--- config.mk ---
export PLATFORM = sky130hd
export DESIGN_NAME = hazard_ctrl
export DESIGN_NICKNAME = d
export VERILOG_FILES = /design/src/rtl/hazard_ctrl.sv
export SDC_FILE = /design/constraint.sdc
export NUM_CORES = 1
export LEC_CHECK = 0
export ABC_AREA = 1
export ABC_CLOCK_PERIOD_IN_PS = 6000
export BUFFER_PORTS_ARGS = -buffer_cell sky130_fd_sc_hd__buf_2
export CAP_MARGIN = 20
export CORE_UTILIZATION = 44
export DETAILED_ROUTE_END_ITERATION = 10
export GPL_TIMING_DRIVEN = 0
export SKIP_CTS_REPAIR_TIMING = 1
export SKIP_LAST_GASP = 1
export SLEW_MARGIN = 0
export SYNTH_ARGS = -nofsm -noshare
export SYNTH_HDL_FRONTEND = slang
export SYNTH_SLANG_ARGS = --single-unit
--- constraint.sdc ---
create_clock -name clk -period 6 [get_ports clk]
set_input_delay 1.2 -clock clk [delete_from_list [all_inputs] [get_ports clk]]
set_output_delay 1.2 -clock clk [all_outputs]
set_load 0.01 [all_outputs]
--- src/rtl/hazard_ctrl.sv ---
// Decode-stage hazard controller: per-register in-flight write scoreboard with RAW/WAW stall,
// instruction-bus hold arbitration and execute redirect handling for pc, if_id and id_ex.
module hazard_ctrl (
    input  logic        clk,
    input  logic        rst,
    input  logic        id_valid_i,
    input  logic [4:0]  rs1_addr_i,
    input  logic [4:0]  rs2_addr_i,
    input  logic        rs1_used_i,
    input  logic        rs2_used_i,
    input  logic [4:0]  rd_addr_i,
    input  logic        reg_wen_i,
    input  logic [4:0]  wb_rd_addr_i,
    input  logic        wb_reg_wen_i,
    input  logic        jump_en_i,
    input  logic        hold_req_i,
    output logic        hold_pc_o,
    output logic        hold_if_id_o,
    output logic        bubble_id_ex_o,
    output logic        flush_if_id_o,
    output logic        flush_id_ex_o,
    output logic        jump_fire_o,
    output logic [1:0]  state_o,
    output logic [31:0] stall_cnt_o,
    output logic        sb_err_o
);

    typedef enum logic [1:0] {
        RUN   = 2'd0,
        RAW   = 2'd1,
        BUS   = 2'd2,
        JPEND = 2'd3
    } state_t;

    state_t      r_state;
    state_t      w_next;
    logic [1:0]  r_cnt [0:31];
    logic [31:0] r_stall_cnt;
    logic        r_sb_err;

    logic        w_ret_act;
    logic        w_ret_ok;
    logic [1:0]  w_eff_rs1;
    logic [1:0]  w_eff_rs2;
    logic [1:0]  w_eff_rd;
    logic        w_raw;
    logic        w_waw;
    logic        w_stall;
    logic        w_issue;

    assign w_ret_act = wb_reg_wen_i && (wb_rd_addr_i != 5'd0);
    assign w_ret_ok  = w_ret_act && (r_cnt[wb_rd_addr_i] != 2'd0);

    // A register retiring this cycle is forwarded by regs, so it no longer counts as in flight.
    assign w_eff_rs1 = r_cnt[rs1_addr_i] - {1'b0, (w_ret_ok && (wb_rd_addr_i == rs1_addr_i))};
    assign w_eff_rs2 = r_cnt[rs2_addr_i] - {1'b0, (w_ret_ok && (wb_rd_addr_i == rs2_addr_i))};
    assign w_eff_rd  = r_cnt[rd_addr_i]  - {1'b0, (w_ret_ok && (wb_rd_addr_i == rd_addr_i))};

    assign w_raw = id_valid_i &&
                   ((rs1_used_i && (rs1_addr_i != 5'd0) && (w_eff_rs1 != 2'd0)) ||
                    (rs2_used_i && (rs2_addr_i != 5'd0) && (w_eff_rs2 != 2'd0)));
    assign w_waw = id_valid_i && reg_wen_i && (rd_addr_i != 5'd0) && (w_eff_rd == 2'd3);
    assign w_stall = w_raw || w_waw;

    always_comb begin
        w_next         = r_state;
        hold_pc_o      = 1'b0;
        hold_if_id_o   = 1'b0;
        bubble_id_ex_o = 1'b0;
        flush_if_id_o  = 1'b0;
        flush_id_ex_o  = 1'b0;
        jump_fire_o    = 1'b0;
        case (r_state)
            JPEND: begin
                flush_if_id_o = 1'b1;
                flush_id_ex_o = 1'b1;
                if (hold_req_i) begin
                    hold_pc_o    = 1'b1;
                    hold_if_id_o = 1'b1;
                end else begin
                    jump_fire_o = 1'b1;
                    w_next      = RUN;
                end
            end
            default: begin
                // RUN, RAW and BUS share one priority ladder; the state only records why we hold.
                if (jump_en_i) begin
                    flush_if_id_o = 1'b1;
                    flush_id_ex_o = 1'b1;
                    if (hold_req_i) begin
                        hold_pc_o    = 1'b1;
                        hold_if_id_o = 1'b1;
                        w_next       = JPEND;
                    end else begin
                        jump_fire_o = 1'b1;
                        w_next      = RUN;
                    end
                end else if (hold_req_i) begin
                    hold_pc_o      = 1'b1;
                    hold_if_id_o   = 1'b1;
                    bubble_id_ex_o = 1'b1;
                    w_next         = BUS;
                end else if (w_stall) begin
                    hold_pc_o      = 1'b1;
                    hold_if_id_o   = 1'b1;
                    bubble_id_ex_o = 1'b1;
                    w_next         = RAW;
                end else begin
                    w_next = RUN;
                end
            end
        endcase
    end

    assign w_issue = id_valid_i && reg_wen_i && (rd_addr_i != 5'd0) && !hold_pc_o && !flush_id_ex_o;

    always_ff @(posedge clk) begin
        if (rst) begin
            r_state     <= RUN;
            r_stall_cnt <= 32'd0;
            r_sb_err    <= 1'b0;
            for (int i = 0; i < 32; i++) begin
                r_cnt[i] <= 2'd0;
            end
        end else begin
            r_state     <= w_next;
            r_stall_cnt <= r_stall_cnt + {31'd0, hold_pc_o};
            if (w_ret_act && !w_ret_ok) begin
                r_sb_err <= 1'b1;
            end
            r_cnt[0] <= 2'd0;
            for (int i = 1; i < 32; i++) begin
                r_cnt[i] <= r_cnt[i]
                          + {1'b0, (w_issue && (rd_addr_i == i[4:0]))}
                          - {1'b0, (w_ret_ok && (wb_rd_addr_i == i[4:0]))};
            end
        end
    end

    assign state_o     = r_state;
    assign stall_cnt_o = r_stall_cnt;
    assign sb_err_o    = r_sb_err;

endmodule

==> flow_summary.ini <==
[die]
initial_core_util_pct = 45.1
core.rowCount = 48
die_w_um = 135
dieArea_sq_um = 18300
core_sq_um = 17400
pin_count = 70
fp.dieH_um = 135

[placed_design]
port_buffers = 61
post-dp-hpwl_um = 22700
place_ws_ns = -0.758
dpl_cell_area_sq_um = 8420
gp_congestion = 1.06
dp_cells = 1518

[setup_path]
crit_slowest_cell = or4_4
crit_type = input port to register
critPathBufInv = 4
startpoint = wb_rd_addr_i[0]
crit_path_end_kind = register
worst-path-max-fanout = 10
timing.rr.start = r_cnt[9][1]
required_ns = 6.27
crit_top_cell = nand2_1
cp-start-kind = input port
critical_path.top_delay_family = simple AND/OR/NAND/NOR gates
worstPathArrival_ns = 5.84
cpPeakStageDelay_ns = 0.48

[grt]
grt_pass1_wl_um = 44800
track_usage_pct = 33.0
overflow = 0
antenna_found_initial = 0
grt_pass1_vias = 7930
grt_max_degree = 17

[clock_tree]
cts_tree = yes
cts-root-buf = clkbuf_16
cts_buffer_depth = 2
clk_pin_slew_ns = 0.07
cts.sinks = 97
clock_latency_ns = 0.35
h-tree-depth = 3
numCtsBuffers = 9

[timing]
hold_viol = 0
worstMarginPinSlew_ns = 0.864
setup_tns_ns = 0
min_period_ns = 5.57
whs_ns = 0.472
setup_slack_ns = 0.433
rsz0062_at_grt = no
fin_skew_ns = 0.00827
relSlewSlack_pct = 41.8
post-route-period-util_pct = 92.8
fmax_mhz = 180
setup_viol = 0
slew_viol_final = 0

[power]
pwr-share-clk_pct = 38.3
p_leak_nw = 4.15
p_total_mw = 1.47
power.internal_mw = 1.02
swShare_pct = 30.7
vdd_drop_max_mv = 0.129
p_switching_uw = 452
power_frac_seq_pct = 44.6
cellPowerDensity_nw_per_um2 = 168
power.share.combinational_pct = 17.2

[route]
routed_wl_um = 29500
vias_per_cell = 5.66
postRouteAntennaNets = 0
vias = 8681
wire_per_inst_um = 19.2
remaining_drc_errors = 0
dr.pass1.iters = 5
drt_iter0_drc = 827

[min_path]
hold_path.class = register to register
worstHoldStart = sb_err_o

[yosys]
synth_area_leaders = dfxtp_1 25%, nand2_1 11%, ha_1 10%, inv_1 8.4%, nor2_1 7.6%
synth_ff_type = dfxtp_1
syn_avg_cell_area_sq_um = 6.36
synthCells = 1232
ys_ff_latch = 97
syn_area_sq_um = 7830
seq_area_frac_synth_pct = 24.8
synth_warnings = 0
synth_nets = 1326
netlist.area_leader.share_pct = 24.8
synth_area_leader_cell = dfxtp_1
synthArstFlopShare_pct = 0
synth_edf_count = 0
synth_cell_types = 42

[cells_and_area]
utilization_pct = 50.4
drive_above_1_share_pct = 11.3
syn2layout_area_growth_pct = 11.6
final_cell_area_sq_um = 8740
nFillCells = 1865
final_cells = 1534
antenna_cells = 0
nets = 1398

[status]
outcome = finished, final reports clean

[run]
cap_violations = 0
## cell type report
type,count,area [sq um],share of cell area [%]
Clock buffer,11,243,2.78
Clock inverter,5,36.3,0.415
Tap cell,225,282,3.22
Sequential cell,97,1940,22.2
Buffer,52,298,3.41
Inverter,189,714,8.17
Timing Repair Buffer,61,305,3.49
Multi-Input combinational cell,894,4920,56.3
## placed cells by master, fill, tap and decap left out, drive strengths merged
cell	Yosys	final
a21oi	90	90
o22ai	30	30
o211ai	15	15
nor4b	1	1
xor2	36	36
ha	65	65
o2111ai	3	3
a41oi	1	1
or2	1	1
nor4	9	9
a211oi	2	2
nor3	16	16
dfxtp	97	97
nand3	76	76
or4	1	1
a22oi	2	2
o31ai	2	2
buf	34	95
nand4	13	13
inv	187	189
nand2	235	235
a31oi	1	1
o221ai	7	7
and3	1	1
nor3b	3	3
clkinv	2	5
nand3b	2	2
xnor2	2	2
o21ai	106	106
clkbuf	18	29
nor2	174	174
## sequential cells by signal (all words and copies together) (netlist names)
signal       cells
stall_cnt_o     32
state_o          2
r_cnt           62
sb_err_o         1
## logic make-up after synthesis
family / count (synthesis) / synth area share (%)
AOI/OAI and AO/OA: 259 / 18.2
xor gates and xnor gates: 38 / 4.25
adders and majority gates: 65 / 10.4
buffers and inverters: 241 / 12.9
DFF: 97 / 24.8
and+or+nand+nor: 532 / 29.4
## power groups by stage
| stage | registers (mW) | clock network (mW) | logic, mW |
|---|---|---|---|
| after global placement | 0.670 | 0 | 0.244 |
| after global routing | 0.656 | 0.602 | 0.272 |
| after CTS | 0.655 | 0.576 | 0.245 |
| after detailed placement | 0.670 | 0 | 0.244 |
| final | 0.656 | 0.563 | 0.253 |
| after floorplan | 0.670 | 0 | 0.153 |
## synth_stat cells (all sizes together), types with 3 or more instances
cell,count
nor2,174
clkbuf,18
a21oi,90
xor2,36
o211ai,15
buf,34
nor3b,3
dfxtp,97
o21ai,106
o221ai,7
o2111ai,3
nand4,13
nand3,76
nor4,9
o22ai,30
ha,65
nand2,235
nor3,16
inv,187
## worst paths after layout
kind,end,slack [ns],depth (start not counted)
max,stall_cnt_o[28],0.43,30
min reg2reg,sb_err_o,0.47,2
max reg2reg,stall_cnt_o[28],1.19,27
min,sb_err_o,0.47,2
## layer usage
layer  GRT usage (%)  routed length, um  vias up
met4            18.9               1620        0
met3            5.20               2660      110
met5               0                  0        -
met1            41.9              12000     3913
li1                -                  -     4183
met2            52.9              13200      475
## tightest hold or removal path: stages (launching register included)
cell	delay [ns]
dfxtp_1	0.33
a21oi_1	0.05
nor2_1	0.07
(Power assumes the default switching activity.)
